File: src/rtl/toy_trace_capture.sv
// toy_trace_capture
// Passive observer of the Toy CPU core.
// - Samples pc/A/T on every clock edge while trace_en is high.
// - Logs one {pc, A, T} record into a first-word-fall-through FIFO each time the PC changes.
// - Raises a sticky halted flag when the PC stays unchanged for HALT_CYCLES enabled edges.
// A host drains the records through a valid/ready read port.
// Optional feature (macro TOY_TRACE_TSTAMP_EN): each record also stores a TS_W-bit
// free-running cycle stamp, taken at the sampling edge.
// Without the macro, rd_tstamp is tied to zero.
module toy_trace_capture #(
   parameter int DEPTH       = 16,
   parameter int HALT_CYCLES = 8,
   parameter int TS_W        = 16
) (
   input  logic                     clk,
   input  logic                     reset,
   input  logic [11:0]              pc_in,
   input  logic [15:0]              reg_a_in,
   input  logic [15:0]              reg_t_in,
   input  logic                     trace_en,
   input  logic                     rd_ready,
   output logic                     rd_valid,
   output logic [11:0]              rd_pc,
   output logic [15:0]              rd_a,
   output logic [15:0]              rd_t,
   output logic [TS_W-1:0]          rd_tstamp,
   output logic [$clog2(DEPTH):0]   level,
   output logic                     overflow,
   output logic [7:0]               drop_cnt,
   output logic                     halted
);

   localparam int AW = $clog2(DEPTH);
   localparam int SW = $clog2(HALT_CYCLES + 1);
   localparam logic [AW:0]   FULL_LEVEL = (AW + 1)'(DEPTH);
   localparam logic [SW-1:0] HALT_LIMIT = SW'(HALT_CYCLES);

   logic [11:0]   pc_mem [DEPTH];
   logic [15:0]   a_mem  [DEPTH];
   logic [15:0]   t_mem  [DEPTH];

   logic [AW-1:0] wr_ptr;
   logic [AW-1:0] rd_ptr;

   logic [11:0]   last_pc;
   logic          last_pc_vld;
   logic [SW-1:0] stuck_cnt;
   logic [SW-1:0] stuck_nxt;

   logic          pc_same;
   logic          push_req;
   logic          push_ok;
   logic          push_drop;
   logic          pop;

   // Record request and FIFO handshake decisions for the current edge
   always_comb begin
      pc_same   = last_pc_vld && (pc_in == last_pc);
      push_req  = trace_en && !pc_same;
      rd_valid  = (level != '0);
      pop       = rd_valid && rd_ready;
      push_ok   = push_req && ((level != FULL_LEVEL) || pop);
      push_drop = push_req && !push_ok;
   end

   // Stuck-PC counter: counts enabled repeat edges, clears on change, holds while disabled
   always_comb begin
      stuck_nxt = stuck_cnt;
      if (trace_en) begin
         if (pc_same) begin
            if (stuck_cnt != HALT_LIMIT) begin
               stuck_nxt = stuck_cnt + 1'b1;
            end
         end else begin
            stuck_nxt = '0;
         end
      end
   end

   // Last-PC tracker, stuck counter and sticky halt flag
   always_ff @(posedge clk or negedge reset) begin
      if (!reset) begin
         last_pc     <= '0;
         last_pc_vld <= 1'b0;
         stuck_cnt   <= '0;
         halted      <= 1'b0;
      end else begin
         stuck_cnt <= stuck_nxt;
         if (stuck_nxt == HALT_LIMIT) begin
            halted <= 1'b1;
         end
         if (trace_en) begin
            last_pc     <= pc_in;
            last_pc_vld <= 1'b1;
         end else begin
            last_pc_vld <= 1'b0;
         end
      end
   end

   // FIFO pointers and occupancy; full push with simultaneous pop keeps the level
   always_ff @(posedge clk or negedge reset) begin
      if (!reset) begin
         wr_ptr <= '0;
         rd_ptr <= '0;
         level  <= '0;
      end else begin
         if (push_ok) begin
            wr_ptr <= wr_ptr + 1'b1;
         end
         if (pop) begin
            rd_ptr <= rd_ptr + 1'b1;
         end
         case ({push_ok, pop})
            2'b10:   level <= level + 1'b1;
            2'b01:   level <= level - 1'b1;
            default: level <= level;
         endcase
      end
   end

   // Dropped-record bookkeeping: sticky overflow and saturating drop counter
   always_ff @(posedge clk or negedge reset) begin
      if (!reset) begin
         overflow <= 1'b0;
         drop_cnt <= '0;
      end else if (push_drop) begin
         overflow <= 1'b1;
         if (drop_cnt != 8'hFF) begin
            drop_cnt <= drop_cnt + 1'b1;
         end
      end
   end

   // Record storage; contents need no reset because the read port is gated by rd_valid
   always_ff @(posedge clk) begin
      if (push_ok) begin
         pc_mem[wr_ptr] <= pc_in;
         a_mem[wr_ptr]  <= reg_a_in;
         t_mem[wr_ptr]  <= reg_t_in;
      end
   end

   // Head record presented combinationally, zero while the FIFO is empty
   always_comb begin
      rd_pc = '0;
      rd_a  = '0;
      rd_t  = '0;
      if (rd_valid) begin
         rd_pc = pc_mem[rd_ptr];
         rd_a  = a_mem[rd_ptr];
         rd_t  = t_mem[rd_ptr];
      end
   end

`ifdef TOY_TRACE_TSTAMP_EN
   logic [TS_W-1:0] ts_cnt;
   logic [TS_W-1:0] ts_mem [DEPTH];

   // Free-running cycle counter, wraps naturally
   always_ff @(posedge clk or negedge reset) begin
      if (!reset) begin
         ts_cnt <= '0;
      end else begin
         ts_cnt <= ts_cnt + 1'b1;
      end
   end

   // Stamp storage alongside each record, holding the count at the sampling edge
   always_ff @(posedge clk) begin
      if (push_ok) begin
         ts_mem[wr_ptr] <= ts_cnt;
      end
   end

   // Head stamp, zero while empty
   always_comb begin
      rd_tstamp = '0;
      if (rd_valid) begin
         rd_tstamp = ts_mem[rd_ptr];
      end
   end
`else
   assign rd_tstamp = '0;
`endif

endmodule

File: config.mk
export PLATFORM = sky130hd
export DESIGN_NAME = toy_trace_capture
export DESIGN_NICKNAME = d
export VERILOG_FILES = /design/src/rtl/toy_trace_capture.sv
export SDC_FILE = /design/constraint.sdc
export NUM_CORES = 1
export LEC_CHECK = 0
export CAP_MARGIN = 0
export CORE_AREA = 2 2 273 275
export CTS_BUF_LIST = sky130_fd_sc_hd__clkbuf_2 sky130_fd_sc_hd__clkbuf_4 sky130_fd_sc_hd__clkbuf_8
export DETAILED_ROUTE_END_ITERATION = 10
export DIE_AREA = 0 0 275 277
export GPL_TIMING_DRIVEN = 0
export PLACE_DENSITY = 0.55
export SLEW_MARGIN = 20
export SYNTH_ARGS = -nofsm -noshare
export SYNTH_HDL_FRONTEND = slang
export SYNTH_SLANG_ARGS = --single-unit
export TNS_END_PERCENT = 5
File: constraint.sdc
create_clock -name clk -period 5.95 [get_ports clk]
set_input_delay 1.19 -clock clk [delete_from_list [all_inputs] [get_ports clk]]
set_output_delay 1.19 -clock clk [all_outputs]
set_load 0.01 [all_outputs]
# == Word-level counts from Yosys, hierarchy flattened ==
# Memories as Yosys holds them, arrays and structs flattened.
# Cells that the tools add are included.
# word_totals
ff_bits,40
latch_bits,0
ramBits,704
mem_bits_ro,0
output_inout_bits,76
word_cells,46
n_memories,3
# op_classes
n_addsub,6
mul,0
div_mod_pow,0
n_lt_le_gt_ge,0
eq_ne,7
shifts,0
muxes,10
n_bitwise,0
n_reduce_logical,11
# mem_list
name,words,word_bits,read_ports,rd_ports_with_merged_regs,wr,line,text
a_mem,16,16,1,0,1,39,logic [15:0] a_mem [DEPTH];
t_mem,16,16,1,0,1,40,logic [15:0] t_mem [DEPTH];
pc_mem,16,12,1,0,1,38,logic [11:0] pc_mem [DEPTH];
# op_table
cell,count
$mux 16,2
$add 4x1->4 const B,3
$eq 12x12->1,1
$mux 12,1
$mux 4,3
$pmux 5 s2,1
$add 8x1->8 const B,1
$ne 8x8->1 const B,1
$add 5x1->5 const B,1
$logic_and 1x1->1,5
$ne 5x5->1 const B,1
$reduce_bool 5->1,1
$sub 5x1->5 const B,1
$eq 4x4->1 const B,1
$ne 4x4->1 const B,1
$mux 1,3
$eq 2x1->1 const B,1
$eq 2x2->1 const B,1
$logic_not 1->1,2
$reduce_and 2->1,1
$reduce_bool 2->1,1
$logic_or 1x1->1,1

# == Depth between registers and ports, before layout ==
# logic_depth
word_depth,8
depth_mapped,9
depth_no_buf,9

# == Worst setup path before layout ==
# No wires, ideal clock.
# synth_timing
kind,in2reg
start,input trace_en
end,"memory a_mem[0][0], enable pin"
setup_ns,0.500
arrival_ns,5.327
required_ns,5.450
slack_ns,0.123
cell_stages,5
n_path_buf,2
path_cell_list,clkbuf_1 > o41a_1 > clkbuf_1 > nand3_1 > nor3_1
# synth_via
elab_chain_cells,4
# synth_lines
element,line,text
start: declaration,20,"input logic trace_en,"
$logic_and 1x1->1,59,push_req = trace_en && !pc_same;
$logic_and 1x1->1,62,push_ok = push_req && ((level != FULL_LEVEL) || pop);
$mux 1,137,if (push_ok) begin
$mux 1 (implied by the code),139,a_mem[wr_ptr] <= reg_a_in;
end: declaration,39,
# No other way between the ends.

# == Worst setup path in the final report ==
# layout_timing
start,register rd_ptr[1]
end,output rd_t[14]
# layout_via
elab_chain_cells,2
# layout_lines
element,line,text
start: declaration,43,logic [AW-1:0] rd_ptr;
start signal: assignment,112,rd_ptr <= rd_ptr + 1'b1;
$mem_v2 16x16,n/a,
$mux 16,149,if (rd_valid) begin
end: declaration,25,"output logic [15:0] rd_t,"
# No other way between the ends.

==> metrics.yaml <==
global_route:
  grt_pass1_vias: 14900
  grtUsageMet2: 0.299
  grt_overflow: 0
  grt_use_total: 0.181
  grt_antenna_before_repair: 2
  grt_pass1_wl_um: 99300
  met3_usage: 0.0355
  top_usage_layer: "met2"
  grt_max_degree: 32
  use_met1: 0.245
sta:
  maxSlewViolCount: 0
  slew_headroom: 0.317
  rsz0062_at_grt: "no"
  setup_viol: 0
  fmax_mhz: 180
  worst_pin_slew_ps: 1020
  fin_crit_ps: 5540
  setup_tns_ps: 0
  min_period_over_period: 0.932
  setup_ws_ps: 407
  hold_slack_ps: 342
  fin_skew_ps: 35.4
  hold_viol: 0
logic_synthesis:
  yosysMostFrequentCell: "edfxtp_1"
  syn_area_mm2: 0.0290
  syn_area_per_cell_um2: 23.1
  ys_seq_elements: 744
  yosysWarningCount: 0
  synth-main-ff-cell: "edfxtp_1"
  synth_edf_count: 704
  netlist_instances: 1253
  synth_top_cells_by_area: "edfxtp_1 (73%), mux4_2 (17%), dfrtp_1 (3.5%), nor2b_1 (0.99%), xnor2_1 (0.82%)"
  yosys.area.top_type: "edfxtp_1"
  synth_common_cells: "edfxtp_1 (704), mux4_2 (220), nor2b_1 (46)"
  yosysSeqAreaShare: 0.764
  synthArstFlopShare: 0.0538
  synth_cell_types: 45
  netlist.area_leader.share: 0.729
layout:
  fillCellCount: 6069
  areaGrowthSynthToFinish_pct: 20.4
  fin_util: 0.475
  final_nets: 1622
  drive_above_1_share: 0.333
clock_tree:
  clk_pin_slew_ps: 60
  clock_sinks: 744
  htreeDepth: 3
  cts_buffer_depth: 3
  clock_latency_ps: 720
  cts_tree: "done"
  hold_buffers: 0
  root_buffer: "clkbuf_8"
  post_cts_buffers: 0
  numCtsBuffers: 119
  post_cts_resized: 0
routing:
  route.antenna.remaining_nets: 0
  drc: 0
  num_vias: 13800
  viasPerCell: 5.25
  drt_iter0_drc: 1248
  wl_per_cell_um: 25.7
  drt_first_pass_iters: 5
  wl_um: 67500
status:
  status: "completed"
power:
  p_per_area_mw_per_mm2: 459
  vdd_drop_max_mv: 0.210
  p_leak_nw: 11.3
floorplanning:
  rows: 100
  core_area_mm2: 0.0736
  dieArea_mm2: 0.0762
  die_y_um: 277
  ios: 124
  die_w_um: 275
  start_util: 0.394
worst_setup_path:
  r2r-start: "last_pc[3]$_DFFE_PN0P_"
  path_class: "reg -> out"
  crit_path_start_kind: "flip-flop"
  cp-end-kind: "primary output"
  path_max_fanout: 10
  crit_required_ps: 4760
  crit_start: "rd_ptr[1]$_DFFE_PN0P_"
  arrival_ps: 4350
  ff2ff_setup_slack_ps: 2210
place:
  routabilityCongestion: 0.719
  dp_slack_ps: 353
  dpl.hpwl_um: 44000
  io_buffers: 107
min_path:
  hp-class: "in -> async"
flow_run:
  cap_violations: 0
==> routing by layer <==
layer | up-vias | share of wire
li1 | 5895 | -
met1 | 7391 | 0.43
met2 | 429 | 0.50
met3 | 91 | 0.055
met4 | 2 | 0.017
met5 | - | 0.00019
==> cells by family (layout without fill, tap and decap cells) <==
| logic type | after synthesis | after routing | share of synthesized area |
|---|---|---|---|
| flip-flops | 744 | 744 | 0.764 |
| multiplexers | 239 | 239 | 0.178 |
| AND/OR/NAND/NOR | 123 | 123 | 0.0233 |
| buffers and inverters | 87 | 476 | 0.0162 |
| XOR/XNOR | 29 | 29 | 0.00876 |
| AO/OA/AOI/OAI | 21 | 21 | 0.00591 |
| adder cells (fa/ha/maj) | 9 | 9 | 0.00388 |
| other | 1 | 18 | 0.000129 |
==> registers in the layout, indices dropped and copies added (netlist names), 5 cells and up <==
| register | count |
|---|---|
| a_mem | 256 |
| t_mem | 256 |
| pc_mem | 192 |
| last_pc | 12 |
| drop_cnt | 8 |
| level | 5 |
==> metrics by stage <==
step	area (um^2)	std cells	power (mW)
floorplan	29100	1268	9.70
global placement	31300	2344	11.8
detailed placement	32600	2413	12.1
CTS	34900	2626	16.3
global route	34900	2628	16.8
finish	34900	2628	16.0
==> final timing paths <==
path | to | cells after the start
max | rd_t[14] | 7
min | level[3]$_DFFE_PN0P_ | 1
max reg2reg | a_mem[2][4]$_DFFE_PP_ | 9
min reg2reg | overflow$_DFFE_PN0P_ | 1
max in group asynchronous | last_pc[8]$_DFFE_PN0P_ | 2
min in group clk | overflow$_DFFE_PN0P_ | 1
==> layout make-up <==
| class | count | area [um^2] | share of cell area |
|---|---|---|---|
| inverters | 10 | 37.5 | 0.00107 |
| clock buffers | 158 | 1970 | 0.0564 |
| plain buffers | 77 | 433 | 0.0124 |
| flip-flops and latches | 744 | 22100 | 0.634 |
| well taps | 969 | 1210 | 0.0347 |
| clock inverters | 55 | 323 | 0.00924 |
| repair buffers | 176 | 2250 | 0.0645 |
| multi-input cells | 437 | 6550 | 0.188 |
| diodes | 2 | 5.00 | 0.000143 |
==> placed cells by master (no fill, tap or decap), types with 9 or more instances in the layout <==
cell	n
xnor2_1	27
clkdlybuf4s50_1	106
clkbuf_8	125
buf_4	53
clkinv_1	29
clkbuf_4	33
nor2_4	12
clkbuf_1	28
buf_2	14
dfrtp_1	40
mux2_2	13
nand2_1	13
conb_1	16
mux4_2	220
nand3_1	16
inv_1	9
ha_1	9
buf_6	9
clkinv_2	20
edfxtp_1	704
buf_12	9
buf_16	26
nor2b_1	46
==> worst max-delay path, cell delays in order (launching register included) <==
cell	delay (ps)
dfrtp_1	350
buf_2	240
clkbuf_1	580
buf_1	800
mux4_2	430
mux4_2	520
nor2b_1	180
clkdlybuf4s50_1	540
==> report_power, final <==
group / total (mW) / internal, mW / leakage (nW) / switching (mW)
clock: 4.23 / 2.27 / 1.22 / 1.96
sequential: 6.43 / 6.29 / 6.85 / 0.141
combinational: 5.39 / 2.77 / 3.25 / 2.62
total: 16.0 / 11.3 / 11.3 / 4.72
Note: power is estimated with default switching activity, not from simulation.
